===== src/rtl/codec_cfg_sequencer.sv =====
// Codec configuration sequencer: turns each (SubAddrL, data) command into a
// three-byte I2C write. Optional NACK retry is built when CFG_RETRY_EN is defined.
module codec_cfg_sequencer #(
  parameter logic [6:0] DEV_ADDR   = 7'h1A,
  parameter int         NUM_CMDS   = 32,
  parameter int         GAP_CYCLES = 16,
  parameter int         MAX_RETRY  = 3
) (
  input  logic       I2C_clk,
  input  logic       reset,
  input  logic       start,
  input  logic [7:0] SubAddrL,
  input  logic [7:0] data,
  input  logic       Write,
  output logic       NewCom,
  output logic       byte_req,
  output logic [7:0] byte_tx,
  output logic       byte_start,
  output logic       byte_stop,
  input  logic       byte_done,
  input  logic       byte_nack,
  output logic       busy,
  output logic       cfg_done,
  output logic       cfg_error,
  output logic [4:0] cmd_idx
);

  localparam int              GAP_W    = (GAP_CYCLES > 2) ? $clog2(GAP_CYCLES) : 1;
  localparam logic [GAP_W-1:0] GAP_LAST = GAP_W'(GAP_CYCLES - 1);
  localparam logic [4:0]      IDX_LAST = 5'(NUM_CMDS - 1);
  localparam logic [7:0]      DEV_BYTE = {DEV_ADDR, 1'b0};

  if (NUM_CMDS < 2 || NUM_CMDS > 32 || GAP_CYCLES < 2 ||
      MAX_RETRY < 1 || MAX_RETRY > 7) begin : g_bad_cfg
    $error("codec_cfg_sequencer: parameter out of range");
  end

  typedef enum logic [3:0] {
    S_IDLE,
    S_GAP,
    S_LOAD,
    S_DEV,
    S_SUB,
    S_DAT,
    S_NEXT,
    S_DONE,
    S_ERROR,
    S_FLUSH
  } state_t;

  state_t           state_q, state_d;
  logic [GAP_W-1:0] gap_q;
  logic [4:0]       idx_q, idx_d;
  logic             req_q;
  logic [7:0]       sub_q;
  logic [7:0]       dat_q;

  logic in_byte_state;
  logic at_rest;
  logic start_ok;
  logic ack_evt;
  logic nack_evt;

  assign in_byte_state = (state_q == S_DEV) || (state_q == S_SUB) || (state_q == S_DAT);
  assign at_rest       = (state_q == S_IDLE) || (state_q == S_DONE) || (state_q == S_ERROR);
  assign start_ok      = start && at_rest;
  // byte_done only counts while a request is actually outstanding
  assign ack_evt       = req_q && byte_done && !byte_nack;
  assign nack_evt      = req_q && byte_done && byte_nack;

`ifdef CFG_RETRY_EN
  localparam logic [2:0] RETRY_MAX = 3'(MAX_RETRY);
  logic [2:0] retry_q, retry_d;

  always_ff @(posedge I2C_clk) begin
    if (reset) begin
      retry_q <= '0;
    end else begin
      retry_q <= retry_d;
    end
  end
`endif

  // ---- control registers
  always_ff @(posedge I2C_clk) begin
    if (reset) begin
      state_q <= S_IDLE;
      idx_q   <= '0;
      gap_q   <= '0;
      req_q   <= 1'b0;
    end else begin
      state_q <= state_d;
      idx_q   <= idx_d;
      gap_q   <= (state_q == S_GAP) ? gap_q + 1'b1 : '0;
      if (req_q && byte_done) begin
        req_q <= 1'b0;
      end else begin
        req_q <= in_byte_state;
      end
    end
  end

  // ---- command holding registers (data only, no reset)
  always_ff @(posedge I2C_clk) begin
    if (state_q == S_LOAD) begin
      sub_q <= SubAddrL;
      dat_q <= data;
    end
  end

  // ---- next state and outputs
  always_comb begin
    state_d    = state_q;
    idx_d      = idx_q;
    NewCom     = 1'b0;
    byte_tx    = 8'h00;
    byte_start = 1'b0;
    byte_stop  = 1'b0;

    case (state_q)
      S_IDLE, S_DONE: begin
        if (start) begin
          state_d = S_GAP;
          idx_d   = '0;
        end
      end
      S_ERROR: begin
        // the external counter is not rewound; walk it forward to index 0
        if (start) begin
          state_d = (idx_q == '0) ? S_GAP : S_FLUSH;
        end
      end
      S_FLUSH: begin
        NewCom = 1'b1;
        if (idx_q == IDX_LAST) begin
          idx_d   = '0;
          state_d = S_GAP;
        end else begin
          idx_d = idx_q + 5'd1;
        end
      end
      S_GAP: begin
        if (gap_q == GAP_LAST) begin
          state_d = S_LOAD;
        end
      end
      S_LOAD: begin
        state_d = Write ? S_DEV : S_NEXT;
      end
      S_DEV: begin
        byte_tx    = DEV_BYTE;
        byte_start = 1'b1;
        if (ack_evt) begin
          state_d = S_SUB;
        end
      end
      S_SUB: begin
        byte_tx = sub_q;
        if (ack_evt) begin
          state_d = S_DAT;
        end
      end
      S_DAT: begin
        byte_tx   = dat_q;
        byte_stop = 1'b1;
        if (ack_evt) begin
          state_d = S_NEXT;
        end
      end
      S_NEXT: begin
        NewCom = 1'b1;
        if (idx_q == IDX_LAST) begin
          idx_d   = '0;
          state_d = S_DONE;
        end else begin
          idx_d   = idx_q + 5'd1;
          state_d = S_GAP;
        end
      end
      default: begin
        state_d = S_IDLE;
      end
    endcase

`ifdef CFG_RETRY_EN
    retry_d = retry_q;
    if (state_q == S_NEXT || start_ok) begin
      retry_d = '0;
    end
    if (nack_evt) begin
      if (retry_q == RETRY_MAX) begin
        state_d = S_ERROR;
      end else begin
        state_d = S_GAP;
        retry_d = retry_q + 3'd1;
      end
    end
`else
    if (nack_evt) begin
      state_d = S_ERROR;
    end
`endif
  end

  assign byte_req  = req_q;
  assign cmd_idx   = idx_q;
  assign busy      = !at_rest;
  assign cfg_done  = (state_q == S_DONE) && !start_ok;
  assign cfg_error = (state_q == S_ERROR) && !start_ok;

endmodule


===== config.mk =====
export PLATFORM = sky130hd
export DESIGN_NAME = codec_cfg_sequencer
export DESIGN_NICKNAME = d
export VERILOG_FILES = /design/src/rtl/codec_cfg_sequencer.sv
export SDC_FILE = /design/constraint.sdc
export NUM_CORES = 1
export LEC_CHECK = 0
export CAP_MARGIN = 20
export CORE_ASPECT_RATIO = 1.75
export CORE_MARGIN = 4
export CORE_UTILIZATION = 43
export DETAILED_ROUTE_END_ITERATION = 6
export HOLD_SLACK_MARGIN = 0.15
export PLACE_DENSITY_LB_ADDON = 0.05
export SLEW_MARGIN = 20
export SYNTH_ARGS = -nofsm -noshare
export SYNTH_HDL_FRONTEND = slang
export SYNTH_SLANG_ARGS = --single-unit
export TNS_END_PERCENT = 100

===== constraint.sdc =====
create_clock -name I2C_clk -period 2 [get_ports I2C_clk]
set_input_delay 0.4 -clock I2C_clk [delete_from_list [all_inputs] [get_ports I2C_clk]]
set_output_delay 0.4 -clock I2C_clk [all_outputs]
set_load 0.1 [all_outputs]

### Word-level counts from Yosys, hierarchy flattened

Index checks and enable logic that the tools add are counted.

* register bits: 30
* logic and storage cells: 78
* output and inout port bits: 20
* bits of input ports: 22

* bitwise logic cells: 1
* muxes and demuxes: 19
* reduce and logical (&&, ||, !) cells: 24
* equality and inequality tests: 25
* $add $sub $neg: 2

Operator list (number)
* $mux 4: 9
* $pmux 4 s9: 1
* $pmux 8 s3: 1
* $ne 3x3->1 const B: 6
* $eq 4x3->1 const B: 4
* $reduce_and 7->1: 2
* $eq 4x4->1 const B: 3
* $ne 2x2->1 const B: 6
* $mux 5: 2
* $pmux 5 s2: 1
* $reduce_or 2->1: 5
* $eq 4x2->1 const B: 2
* $logic_and 1x1->1: 6
* $mux 3: 2
* $add 5x1->5 const B: 1
* $eq 5x5->1 const B: 1
* $logic_not 5->1: 1
* $add 4x1->4 const B: 1
* $eq 4x1->1 const B: 1
* $logic_not 4->1: 1
* $logic_or 1x1->1: 4
* $logic_not 1->1: 3
* $mux 1: 3
* $ne 3x2->1 const B: 1
* 4 further kinds: 4

### Depth between registers and ports, before layout

Gate-level depths: netlist of run 1.

* depth after elaboration: 6
* gate-level depth with buffers: 8
* depth with buffers taken out: 8

### Least setup slack after synthesis of run 1

No wires, ideal clock.

* path kind: register to output
* start point: register state_q[0]
* end point: output port cfg_error
* path buffers: 2
* path slack: -2.026 ns
* arrival: 3.626 ns
* stages on the path, launching flop included: 4
* data required time: 1.600 ns
* path through: dfxtp_1 -> buf_4 -> buf_1 -> nor4_1

* word-level cells in the longest chain between the ends: 6
* elaborated cells on any way between the ends: 8
* classes of those cells: eq/ne (2); reduce/logical (6)

Ends and longest elaborated chain
* start: declaration: line 51 `state_t state_q, state_d;`
* start signal: assignment: line 92 `state_q <= state_d;`
* $eq 4x3->1 or $logic_not 4->1 (tied branches): line 65 `assign at_rest = (state_q == S_IDLE) || (state_q == S_DONE) || (state_q == S_ERROR);`
* $logic_or 1x1->1 (2 in series): line 65
* $logic_and 1x1->1: line 66 `assign start_ok = start && at_rest;`
* $logic_not 1->1: line 209 `assign cfg_error = (state_q == S_ERROR) && !start_ok;`
* $logic_and 1x1->1 (*): line 209
* end: declaration: line 24 `output logic cfg_error,`

Every way passes the cells marked *; elsewhere a longest branch is shown, timed or not.

### Worst setup path in the final report of run 1

* start point: register state_q[2]
* end point: output port NewCom

* word-level cells in the longest chain between the ends: 3
* elaborated cells on any way between the ends: 4
* classes of those cells: eq/ne (2); mux (1); reduce/logical (1)

Ends and longest elaborated chain
* $eq 4x3->1 or $eq 4x4->1 (tied branches): line 120 `case (state_q)`
* $reduce_or 2->1 (no line) (*)
* $mux 1 (*): line 120
* end: declaration: line 15 `output logic NewCom,`

Marks and branches as above.

==> results of run 1 <==
## worst max-delay path by stage
stage	from	end	cells after the start
global route	state_q[2]$_SDFFE_PP0P_	byte_tx[2]	6
CTS	state_q[2]$_SDFFE_PP0P_	byte_tx[5]	6
finish	state_q[2]$_SDFFE_PP0P_	NewCom	5
global placement	state_q[2]$_SDFFE_PP0P_	state_q[2]$_SDFFE_PP0P_	6
detailed placement	start	cmd_idx[3]$_SDFFE_PP0P_	6
floorplan	state_q[0]$_SDFFE_PP0P_	cfg_error	3
## what timing repair did
action | CTS | global route
endpoints found under the hold margin | 0 | 0
buffers inserted | 0 | 4
endpoints found under the setup margin | 10 | 10
gates cloned | 0 | 0
gates resized for setup | 5 | 7
## layer usage
metal | up-vias | global-route usage, % | part of all wire, %
met4 | 0 | 7.907 | 1.7
met1 | 626 | 16.07 | 34
met3 | 7 | 5.111 | 6.3
met5 | - | 0 | 0
met2 | 40 | 33.74 | 58
li1 | 656 | - | -
## cells in the final DEF (no fill, tap or decap), types with 2 or more instances in the layout
cell type | synthesis | final
buf_4 | 2 | 23
mux2i_1 | 7 | 7
nor2_2 | 0 | 3
nor2b_1 | 4 | 2
nor2_4 | 0 | 8
clkbuf_1 | 3 | 2
edfxtp_1 | 16 | 16
o22ai_1 | 2 | 2
a31oi_2 | 0 | 2
ha_1 | 4 | 4
clkbuf_8 | 0 | 6
a21oi_1 | 10 | 10
nor3b_1 | 2 | 2
nand4b_1 | 2 | 2
o32ai_1 | 2 | 2
nor2_1 | 25 | 14
inv_1 | 8 | 7
nand3_1 | 3 | 3
dfxtp_1 | 14 | 5
a311oi_1 | 2 | 2
nor2b_4 | 0 | 2
nand2b_4 | 4 | 4
buf_12 | 0 | 14
clkdlybuf4s50_1 | 0 | 21
dfxtp_2 | 0 | 8
nand2_1 | 4 | 4
nand2b_1 | 5 | 4
o21ai_0 | 2 | 2
## metrics by stage
step	power [uW]	area, um2	util, %	setup WS (ps)	instances
floorplan	1793	1657	-	-147.3	150
detailed placement	2214	2297	66.91	125.5	241
global route	2887	2459	71.61	-9.586	253
global placement	2190	2297	66.91	181.6	241
CTS	2717	2395	69.75	0.2073	249
finish	2749	2459	71.61	73.39	253
## state kept, by name, indices dropped and copies added, names as in the netlist
register  flops
byte_req      1
cmd_idx       5
sub_q         8
state_q       4
dat_q         8
gap_q         4
## report_power, final
| part | switching, uW | internal (uW) |
|---|---|---|
| clock network | 203 | 280 |
| logic | 835 | 566 |
| registers | 87.2 | 778 |
## critical path: stages, from the launching register on
cell,delay (ps)
dfxtp_4,380
buf_4,180
nand2b_4,190
o22a_4,260
inv_2,70
buf_12,170
## cells by family (layout without fill, tap and decap cells)
group,after synthesis,in the layout,synth area share [%]
xor+xnor,2,2,1.126
fa+ha+maj,4,4,3.216
mux,7,7,4.502
simple gates,60,60,22.35
compound gates,31,31,15.03
buf+inv,16,74,4.903
flops,30,30,48.87
## layout make-up
class / instances / area share [%]
well taps: 45 / 2.290
flip-flops and latches: 30 / 31.50
clock buffers: 8 / 3.664
repair buffers: 58 / 26.97
inverters: 8 / 1.221
multi-input cells: 104 / 34.35
==> results.md, run 1 <==
- Status: finished clean
- Aggregate negative setup slack: 0 ps
- Worst hold-check slack: 460.9 ps
- Ranking of synthesized cells by area: edfxtp_1 (31%), dfxtp_1 (18%), nor2_1 (6.0%), mux2i_1 (4.5%), nand2b_4 (3.5%)
- Post-synthesis net count: 176
- Number of synthesized register bits: 30
- Total number of vias: 1329
- Post-route clock period utilization: 96.33%
- Antenna-violating nets left: 0
- # nets final: 233
- Fillers: 271
- Starting density of the core: 45.34%
- Routed Wire Length: 3670 um
- Die Span Y: 87.59 um
- Layout overhead on the synthesized area: 57.96%
- Clk_lat worst skew: 280 ps
- Arrival time of the worst setup path: 1530 ps
- Setup skew after layout: 8.943 ps
- Most common library cells after synthesis: nor2_1 (25), edfxtp_1 (16), dfxtp_1 (14)
- Kind of launch point of the worst setup path: register
- Count of cell types in the netlist: 45
- Length of the first detailed-routing pass in iterations: 4
- Global Route Usage Sum: 17.62%
- Post-synthesis sequential area ratio: 48.87%
- Max Buffers Root-to-Sink: 2
- Boundary Pins: 42
- Critical register-to-register path endpoint: state_q[1]$_SDFFE_PP0P_
- Area share of the largest cell type after synthesis: 30.87%
- Slew of the pin with the lowest slew margin: 687.9 ps
- Hold Startpoint: gap_q[0]$_SDFF_PP0_
- Relative slew slack: 53.99%
- Diode insertion count for antenna repair: 0
- R2R Path Start: cmd_idx[0]$_SDFFE_PP0P_
- Std cell rows: 28
- Core area: 3433 um2
- Kind of end point of the critical path: output pin
- Hold WC Path Type: register to register
- Power Density: 1118 nW/um2
- Pin count of the biggest net entering global routing: 17
- CTS Sinks: 30
- Combined flip-flop and latch cell area: 774.5 um2
- Vias per inst: 5.253
- Synthesized netlist cell count: 150
- Most area-hungry cell type in the Yosys netlist: edfxtp_1
- IO Port Bufs: 41
- # Max-Cap Violations: 0
- Area of the multi-input gates: 844.6 um2
- Leakage power summed over all cells: 0.0008978 uW
- Most repeated cell in the gate-level netlist after synthesis: nor2_1
- Worst Reg-to-Reg Cells: 8
- Endpoint, Worst Hold: gap_q[0]$_SDFF_PP0_
- Setup-failing EPs final: 0
- Final GP Congestion: 0.7748
- Remaining global-route overflow: 0
- Ratio of cells with drive above 1 in the final layout: 39.90%
- Critical path required time: 1600 ps
- Setup slack of the worst register-to-register path: 180 ps
- First-pass GRT wire length: 6037 um
- Leading register cell type out of synthesis: edfxtp_1
- Per-cell routed wire length: 14.51 um
- CTS H-tree depth: 2
- Worst IR Drop VDD: 830.4 uV
- Die ar.: 4684 um2
- Largest fanout on the critical path: 10
- Share of async-settable or async-resettable flops after synthesis: 0%
- Final hold viol count: 0
- Number of enable flip-flop cells after synthesis: 16
- Number of antenna violations at the first check in global routing: 0
- HPWL after DPL: 2853 um
- Drc violations: 0
- Number of CTS-inserted buffers: 5
- Worst Setup Path Type: register to output pin
- Mapped Avg Cell Area: 10.38 um2
- Period minus WS final: 1927 ps
- Max frequency: 0.5190 GHz
- Clock slew seen by the registers of the worst setup and hold paths: 60 ps
- Clock tree from TritonCTS: yes
- Number of warnings issued by yosys: 0
- Cell chosen for the clock root: clkbuf_8
- Die span in x: 53.48 um
- Number of instances on the worst hold path: 1
- Post-synth design cell area: 1556 um2
- Via count of the first global-routing pass: 1399
- Number of max-slew violations in the final report: 0
- CTS hold repair buffers: 0
- First DRT Iteration DRCs: 15
Power figures use the tool's default switching activity.
==> run 2: changes to the inputs <==
--- a/config.mk
+++ b/config.mk
@@ -5,7 +5,6 @@
 export SDC_FILE = /design/constraint.sdc
 export NUM_CORES = 1
 export LEC_CHECK = 0
-export CAP_MARGIN = 20
 export CORE_ASPECT_RATIO = 1.75
 export CORE_MARGIN = 4
 export CORE_UTILIZATION = 43
==> results of run 2 <==
The final DEF is identical to that of run 1; final timing and power are the same.
